**src/rtl/mux_n_pipe.sv**
```systemverilog
// mux_n_pipe: selects one of NUM_IN words and queues it through a
// two-entry skid buffer so that in_ready is a pure function of state.
//
// Ports
//   clk        rising-edge clock
//   reset      synchronous, active-high; empties the buffer and zeroes data
//   in_data    NUM_IN packed words, word k at [k*WIDTH +: WIDTH]
//   in_sel     index of the word to capture
//   in_valid   upstream beat present
//   in_ready   buffer has room (depends on state only)
//   flush      discards all held beats; the concurrent beat is dropped
//   out_data   selected word of the head beat
//   out_err    head beat had an out-of-range select (its data is zero)
//   out_valid  head beat present
//   out_ready  downstream accepts the head beat
//   occupancy  number of held beats, 0..2
module mux_n_pipe #(
  parameter int WIDTH  = 64,
  parameter int NUM_IN = 4,
  parameter int SEL_W  = 2
) (
  input  logic                    clk,
  input  logic                    reset,
  input  logic [NUM_IN*WIDTH-1:0] in_data,
  input  logic [SEL_W-1:0]        in_sel,
  input  logic                    in_valid,
  output logic                    in_ready,
  input  logic                    flush,
  output logic [WIDTH-1:0]        out_data,
  output logic                    out_err,
  output logic                    out_valid,
  input  logic                    out_ready,
  output logic [1:0]              occupancy
);

  localparam int unsigned NUM_IN_U = NUM_IN;

  typedef enum logic [1:0] {
    EMPTY = 2'd0,
    HALF  = 2'd1,
    FULL  = 2'd2
  } state_t;

  state_t             state_q, state_d;
  logic [WIDTH-1:0]   main_data_q, main_data_d;
  logic               main_err_q, main_err_d;
  logic [WIDTH-1:0]   skid_data_q, skid_data_d;
  logic               skid_err_q, skid_err_d;

  logic [WIDTH-1:0]   cap_data;
  logic               cap_err;
  logic               accept;
  logic               deq;

  // Word select; an index with no matching word yields zero data and err=1.
  always_comb begin
    cap_data = '0;
    cap_err  = 1'b1;
    for (int unsigned k = 0; k < NUM_IN_U; k++) begin
      if (in_sel == SEL_W'(k)) begin
        cap_data = in_data[k*WIDTH +: WIDTH];
        cap_err  = 1'b0;
      end
    end
  end

  // Handshake outputs decoded from the state register only.
  always_comb begin
    in_ready  = 1'b1;
    out_valid = 1'b0;
    occupancy = 2'd0;
    case (state_q)
      EMPTY: begin
        in_ready  = 1'b1;
        out_valid = 1'b0;
        occupancy = 2'd0;
      end
      HALF: begin
        in_ready  = 1'b1;
        out_valid = 1'b1;
        occupancy = 2'd1;
      end
      FULL: begin
        in_ready  = 1'b0;
        out_valid = 1'b1;
        occupancy = 2'd2;
      end
      default: begin
        in_ready  = 1'b1;
        out_valid = 1'b0;
        occupancy = 2'd0;
      end
    endcase
  end

  assign accept = in_valid && in_ready && !flush;
  assign deq    = out_valid && out_ready && !flush;

  always_comb begin
    state_d     = state_q;
    main_data_d = main_data_q;
    main_err_d  = main_err_q;
    skid_data_d = skid_data_q;
    skid_err_d  = skid_err_q;
    case (state_q)
      EMPTY: begin
        if (accept) begin
          main_data_d = cap_data;
          main_err_d  = cap_err;
          state_d     = HALF;
        end
      end
      HALF: begin
        if (accept && !deq) begin
          skid_data_d = cap_data;
          skid_err_d  = cap_err;
          state_d     = FULL;
        end else if (accept && deq) begin
          // Head leaves this cycle, so the new beat becomes the head directly.
          main_data_d = cap_data;
          main_err_d  = cap_err;
        end else if (deq) begin
          state_d = EMPTY;
        end
      end
      FULL: begin
        if (deq) begin
          main_data_d = skid_data_q;
          main_err_d  = skid_err_q;
          state_d     = HALF;
        end
      end
      default: state_d = EMPTY;
    endcase
    // Flush only clears the state; data registers keep stale contents.
    if (flush) begin
      state_d = EMPTY;
    end
  end

  always_ff @(posedge clk) begin
    if (reset) begin
      state_q     <= EMPTY;
      main_data_q <= '0;
      main_err_q  <= 1'b0;
      skid_data_q <= '0;
      skid_err_q  <= 1'b0;
    end else begin
      state_q     <= state_d;
      main_data_q <= main_data_d;
      main_err_q  <= main_err_d;
      skid_data_q <= skid_data_d;
      skid_err_q  <= skid_err_d;
    end
  end

  assign out_data = main_data_q;
  assign out_err  = main_err_q;

endmodule
```
**config.mk**
```make
export PLATFORM = sky130hd
export DESIGN_NAME = mux_n_pipe
export DESIGN_NICKNAME = d
export VERILOG_FILES = /design/src/rtl/mux_n_pipe.sv
export SDC_FILE = /design/constraint.sdc
export NUM_CORES = 1
export LEC_CHECK = 0
export CAP_MARGIN = 40
export CORE_UTILIZATION = 41
export CTS_BUF_LIST = sky130_fd_sc_hd__clkbuf_4 sky130_fd_sc_hd__clkbuf_8 sky130_fd_sc_hd__clkbuf_16
export CTS_CLUSTER_SIZE = 30
export DETAILED_ROUTE_END_ITERATION = 8
export GPL_ROUTABILITY_DRIVEN = 0
export PLACE_DENSITY_LB_ADDON = 0.15
export SETUP_SLACK_MARGIN = 0.15
export SLEW_MARGIN = 20
export SYNTH_ARGS = -nofsm -noshare
export SYNTH_HDL_FRONTEND = slang
export SYNTH_SLANG_ARGS = --single-unit
```
**constraint.sdc**
```tcl
create_clock -name clk -period 2.4 [get_ports clk]
set_input_delay 0.48 -clock clk [delete_from_list [all_inputs] [get_ports clk]]
set_output_delay 0.48 -clock clk [all_outputs]
set_load 0.02 [all_outputs]
```
==> flow_results.org <==
** Min path
- The worst hold path terminates at skid_data_q[0].
- Hold_sp :: skid_data_q[0]
- Cell depth of the worst min-delay path :: 2
- Min-Delay Path Class :: reg2reg

** Place
- Estimated wirelength of the detail-placed design :: 15.4 mm
- The placed instances occupy a cell area of 0.0105 mm².
- During placement, the flow inserted port buffers numbering 331.

** STA
- Tightest slew margin relative to the limit :: 0.620
- Counting I/O delays and the setup requirement, the final critical path takes 2220 ps.
- Largest clock skew in the final design :: 6.16 ps
- F_max :: 0.451 GHz
- At the pin with the least slew margin, the transition time is 570 ps.
- RSZ-0062 raised after global routing :: true
- Fraction of the cycle the final worst path needs :: 0.924
- Setup violations remaining at the end of the flow were counted as 0.
- Final hold violation count :: 0
- The number of slew-limit violations in the final report was 0.

** Logic synthesis
- By area, the combinational part of the netlist is dominated by multiplexers.
- Gate Count Post-Synth :: 748
- Flip-flop and latch count after synthesis :: 132
- Post-synth net total :: 1015
- A synthesized cell averages 9.15 µm².
- Synthesized-area fraction occupied by adder cells :: 0.00731
- The share of the Yosys chip area taken by registers is 0.386.
- Of the total synthesized cell area, the portion taken by AND, OR, NAND and NOR gates is 0.191.
- Portion of netlist area occupied by mux cells :: 0.212
- For this run, the number of Yosys warnings is 0.
- Counting distinct cell types in the post-synthesis netlist gives 27.
- Of the total synthesized cell area, the portion taken by XOR and XNOR cells is 0.
- Compound-Gate Fraction of Synth Area :: 0.155
- In this run the cell area of the synthesized design comes to 0.00685 mm².

** Global routing
- Overflow left after global routing :: 0
- Via count of the first global-routing pass :: 6816
- Global-route usage over all layers :: 0.255
- Entering global routing, the biggest net connects 48 pins.
- Antenna violations before repair :: 0
- Wire length of the first global-routing pass :: 34.5 mm

** Status
- Result of the run :: finished clean

** CTS
- Number of hold buffers added after cts :: 0
- Clock tree from TritonCTS :: built
- TritonCTS Buffers :: 17
- The cell sitting at the root of the clock tree is a sky130_fd_sc_hd__clkbuf_16.
- Clk pin slew, worst setup/hold paths :: 50 ps
- The clock passes through at most 2 buffers.
- The H-tree was split into 4 levels.
- Clock tree synthesis found a total of 132 sinks.
- Clk_lat worst skew :: 420 ps

** Worst setup path
- Origin of the critical flop-to-flop path :: state_q[0]
- Data on the critical path is required at its endpoint by 2720 ps.
- Type of the worst setup path :: reg2reg
- Arrival @ worst endpoint :: 2540 ps
- For the worst flop-to-flop path, the logic depth is 9.
- STA classifies the critical path endpoint as a flop.
- Worst-path maximum fanout :: 18
- In this run the critical register-to-register path is captured at out_data[0].
- The worst setup path is launched from a flop.
- Worst setup slack for register-to-register paths :: 180 ps

** Finish
- Diodes inserted :: 0
- Area added between synthesis and finish :: 65.7%
- Number of nets in the layout :: 1339
- Fraction of final layout cells sized beyond drive strength 1 :: 0.163
- Once layout is complete, the utilization of the core stands at 0.704.
- The finished cells cover 0.0113 mm².

** Floorplan
- Vertical die dimension :: 131 µm
- Die outline width :: 131 µm
- For this configuration, the core starts out at a cell density of 0.425.
- In this run the standard cell core region covers 0.0161 mm².
- Row cnt :: 46
- Total die area :: 0.0172 mm²
- In this run the count of I/O pins placed on the die edge is 332.

** Routing
- The detailed router finished its first iteration with 389 violations.
- Before antenna repair, the detailed router went through 5 iterations.
- Routed wire length :: 21.8 mm
- Overall via count from detail_route :: 6866
- In the routed design, unresolved DRC markers number 0.
- After detailed routing, the number of vias per cell comes to 5.28.
- In the final routed layout, each cell accounts on average for 16.8 µm.
- Detail Route Antenna Nets :: 0

** Flow run
- Maximum Capacitance Violations :: 0

** Power and ir drop
- Across the VDD grid, the largest voltage drop is 0.000524 V.
- For this design the ratio of total power to cell area is 588 mW/mm².
- Summed over all cells, the static leakage comes to 4.07 nW.
-- synth_stat cells --
| library cell | instances | share of area |
|---|---|---|
| sky130_fd_sc_hd__a21o_1 | 1 | 0.0011 |
| sky130_fd_sc_hd__a21oi_1 | 65 | 0.048 |
| sky130_fd_sc_hd__a221oi_2 | 1 | 0.0022 |
| sky130_fd_sc_hd__a311oi_1 | 44 | 0.056 |
| sky130_fd_sc_hd__a311oi_2 | 20 | 0.044 |
| sky130_fd_sc_hd__and2_1 | 1 | 0.00091 |
| sky130_fd_sc_hd__and3_1 | 1 | 0.00091 |
| sky130_fd_sc_hd__buf_1 | 3 | 0.0016 |
| sky130_fd_sc_hd__buf_2 | 17 | 0.012 |
| sky130_fd_sc_hd__buf_4 | 3 | 0.0033 |
| sky130_fd_sc_hd__buf_6 | 3 | 0.0049 |
| sky130_fd_sc_hd__clkbuf_1 | 46 | 0.025 |
| sky130_fd_sc_hd__dfxtp_1 | 132 | 0.39 |
| sky130_fd_sc_hd__ha_1 | 4 | 0.0073 |
| sky130_fd_sc_hd__inv_1 | 3 | 0.0016 |
| sky130_fd_sc_hd__mux2i_1 | 1 | 0.0015 |
| sky130_fd_sc_hd__mux4_2 | 64 | 0.21 |
| sky130_fd_sc_hd__nand2_1 | 259 | 0.14 |
| sky130_fd_sc_hd__nand2b_1 | 1 | 0.00091 |
| sky130_fd_sc_hd__nand3_1 | 3 | 0.0022 |
| sky130_fd_sc_hd__nor2_1 | 66 | 0.036 |
| sky130_fd_sc_hd__nor3_1 | 1 | 0.00073 |
| sky130_fd_sc_hd__nor3b_1 | 2 | 0.0022 |
| sky130_fd_sc_hd__nor3b_2 | 1 | 0.0018 |
| sky130_fd_sc_hd__nor4_1 | 1 | 0.00091 |
| sky130_fd_sc_hd__o2bb2ai_1 | 3 | 0.0038 |
| sky130_fd_sc_hd__or3_1 | 2 | 0.0018 |
-- logic make-up (layout without fill, tap and decap cells) --
family / after synthesis / in the layout
adder cells (fa/ha/maj): 4 / 4
buffers and inverters: 75 / 412
AO/OA/AOI/OAI: 134 / 134
multiplexers: 65 / 65
AND/OR/NAND/NOR: 338 / 338
flip-flops: 132 / 132
-- cells in the final DEF, fill, tap and decap left out, types with 3 or more instances in the layout --
cell / n
sky130_fd_sc_hd__inv_2: 3
sky130_fd_sc_hd__a311oi_2: 20
sky130_fd_sc_hd__buf_12: 13
sky130_fd_sc_hd__a311oi_1: 44
sky130_fd_sc_hd__clkinv_2: 7
sky130_fd_sc_hd__buf_6: 3
sky130_fd_sc_hd__dlygate4sd2_1: 4
sky130_fd_sc_hd__a21oi_1: 65
sky130_fd_sc_hd__nor2_1: 66
sky130_fd_sc_hd__clkdlybuf4s50_1: 324
sky130_fd_sc_hd__mux4_2: 64
sky130_fd_sc_hd__buf_4: 28
sky130_fd_sc_hd__dfxtp_1: 130
sky130_fd_sc_hd__nand2_1: 259
sky130_fd_sc_hd__clkbuf_16: 20
sky130_fd_sc_hd__o2bb2ai_1: 3
sky130_fd_sc_hd__bufinv_16: 3
-- state kept, by name, indices dropped and copies added (netlist names) --
signal / count
out_err: 1
skid_data_q: 64
state_q: 2
out_data: 64
skid_err_q: 1
-- routing by layer --
metal	wire (µm)	part of all wire	global-route usage	vias to the layer above
met5	0	0	0	-
met4	355	0.016	0.0915	0
met3	1580	0.072	0.0748	21
met2	11300	0.52	0.455	265
met1	8570	0.39	0.288	3261
li1	-	-	-	3319
-- worst max-delay path by stage --
stage,end,slack (ps),start
CTS,out_err,100,state_q[0]
global route,out_err,90,state_q[0]
detailed placement,out_data[55],-110,flush
global placement,out_data[48],-30,flush
finish,out_data[0],180,state_q[0]
floorplan,out_data[0],190,state_q[0]
-- power by group --
group          switching, mW  internal (mW)
clock                  0.925           1.70
sequential            0.0703           2.32
combinational          0.674          0.984
-- critical path, cell delays in order, from the launching register on --
cell                       delay (ps)
sky130_fd_sc_hd__dfxtp_4          360
sky130_fd_sc_hd__inv_2             70
sky130_fd_sc_hd__ha_4             280
sky130_fd_sc_hd__nand2_1           60
sky130_fd_sc_hd__or3_4            340
sky130_fd_sc_hd__a221oi_4         330
sky130_fd_sc_hd__buf_12           210
sky130_fd_sc_hd__buf_12           160
sky130_fd_sc_hd__nor2_1            60
sky130_fd_sc_hd__a311oi_2         250
-- layout make-up --
class	count	area (µm²)
inverters	3	11.3
clock buffers	21	468
fillers	1264	4770
well taps	216	270
multi-input cells	541	3920
flip-flops and latches	132	2650
clock inverters	11	133
repair buffers	377	3890
-- per-stage QoR --
stage / total power [mW] / cells / hold WS [ps] / setup slack, ps / setup TNS (ps)
CTS: 6.68 / 1293 / 454 / 97.1 / 0
finish: 6.67 / 1301 / 453 / 183 / 0
global placement: 4.01 / 1257 / 442 / -29.5 / -835
global route: 6.95 / 1301 / 465 / 87.8 / 0
detailed placement: 4.03 / 1257 / 447 / -113 / -3890
floorplan: 3.19 / 748 / 437 / 191 / 0
-- timing repair --
action / 4_1_cts / 5_1_grt
pin swaps: 2 / 13
setup buffers: 3 / 5
resized for setup: 6 / 12
cloned: 1 / 3
setup endpoints to repair: 67 / 65
endpoints found under the hold margin: 0 / 0
Note: power is estimated with default switching activity, not from simulation.
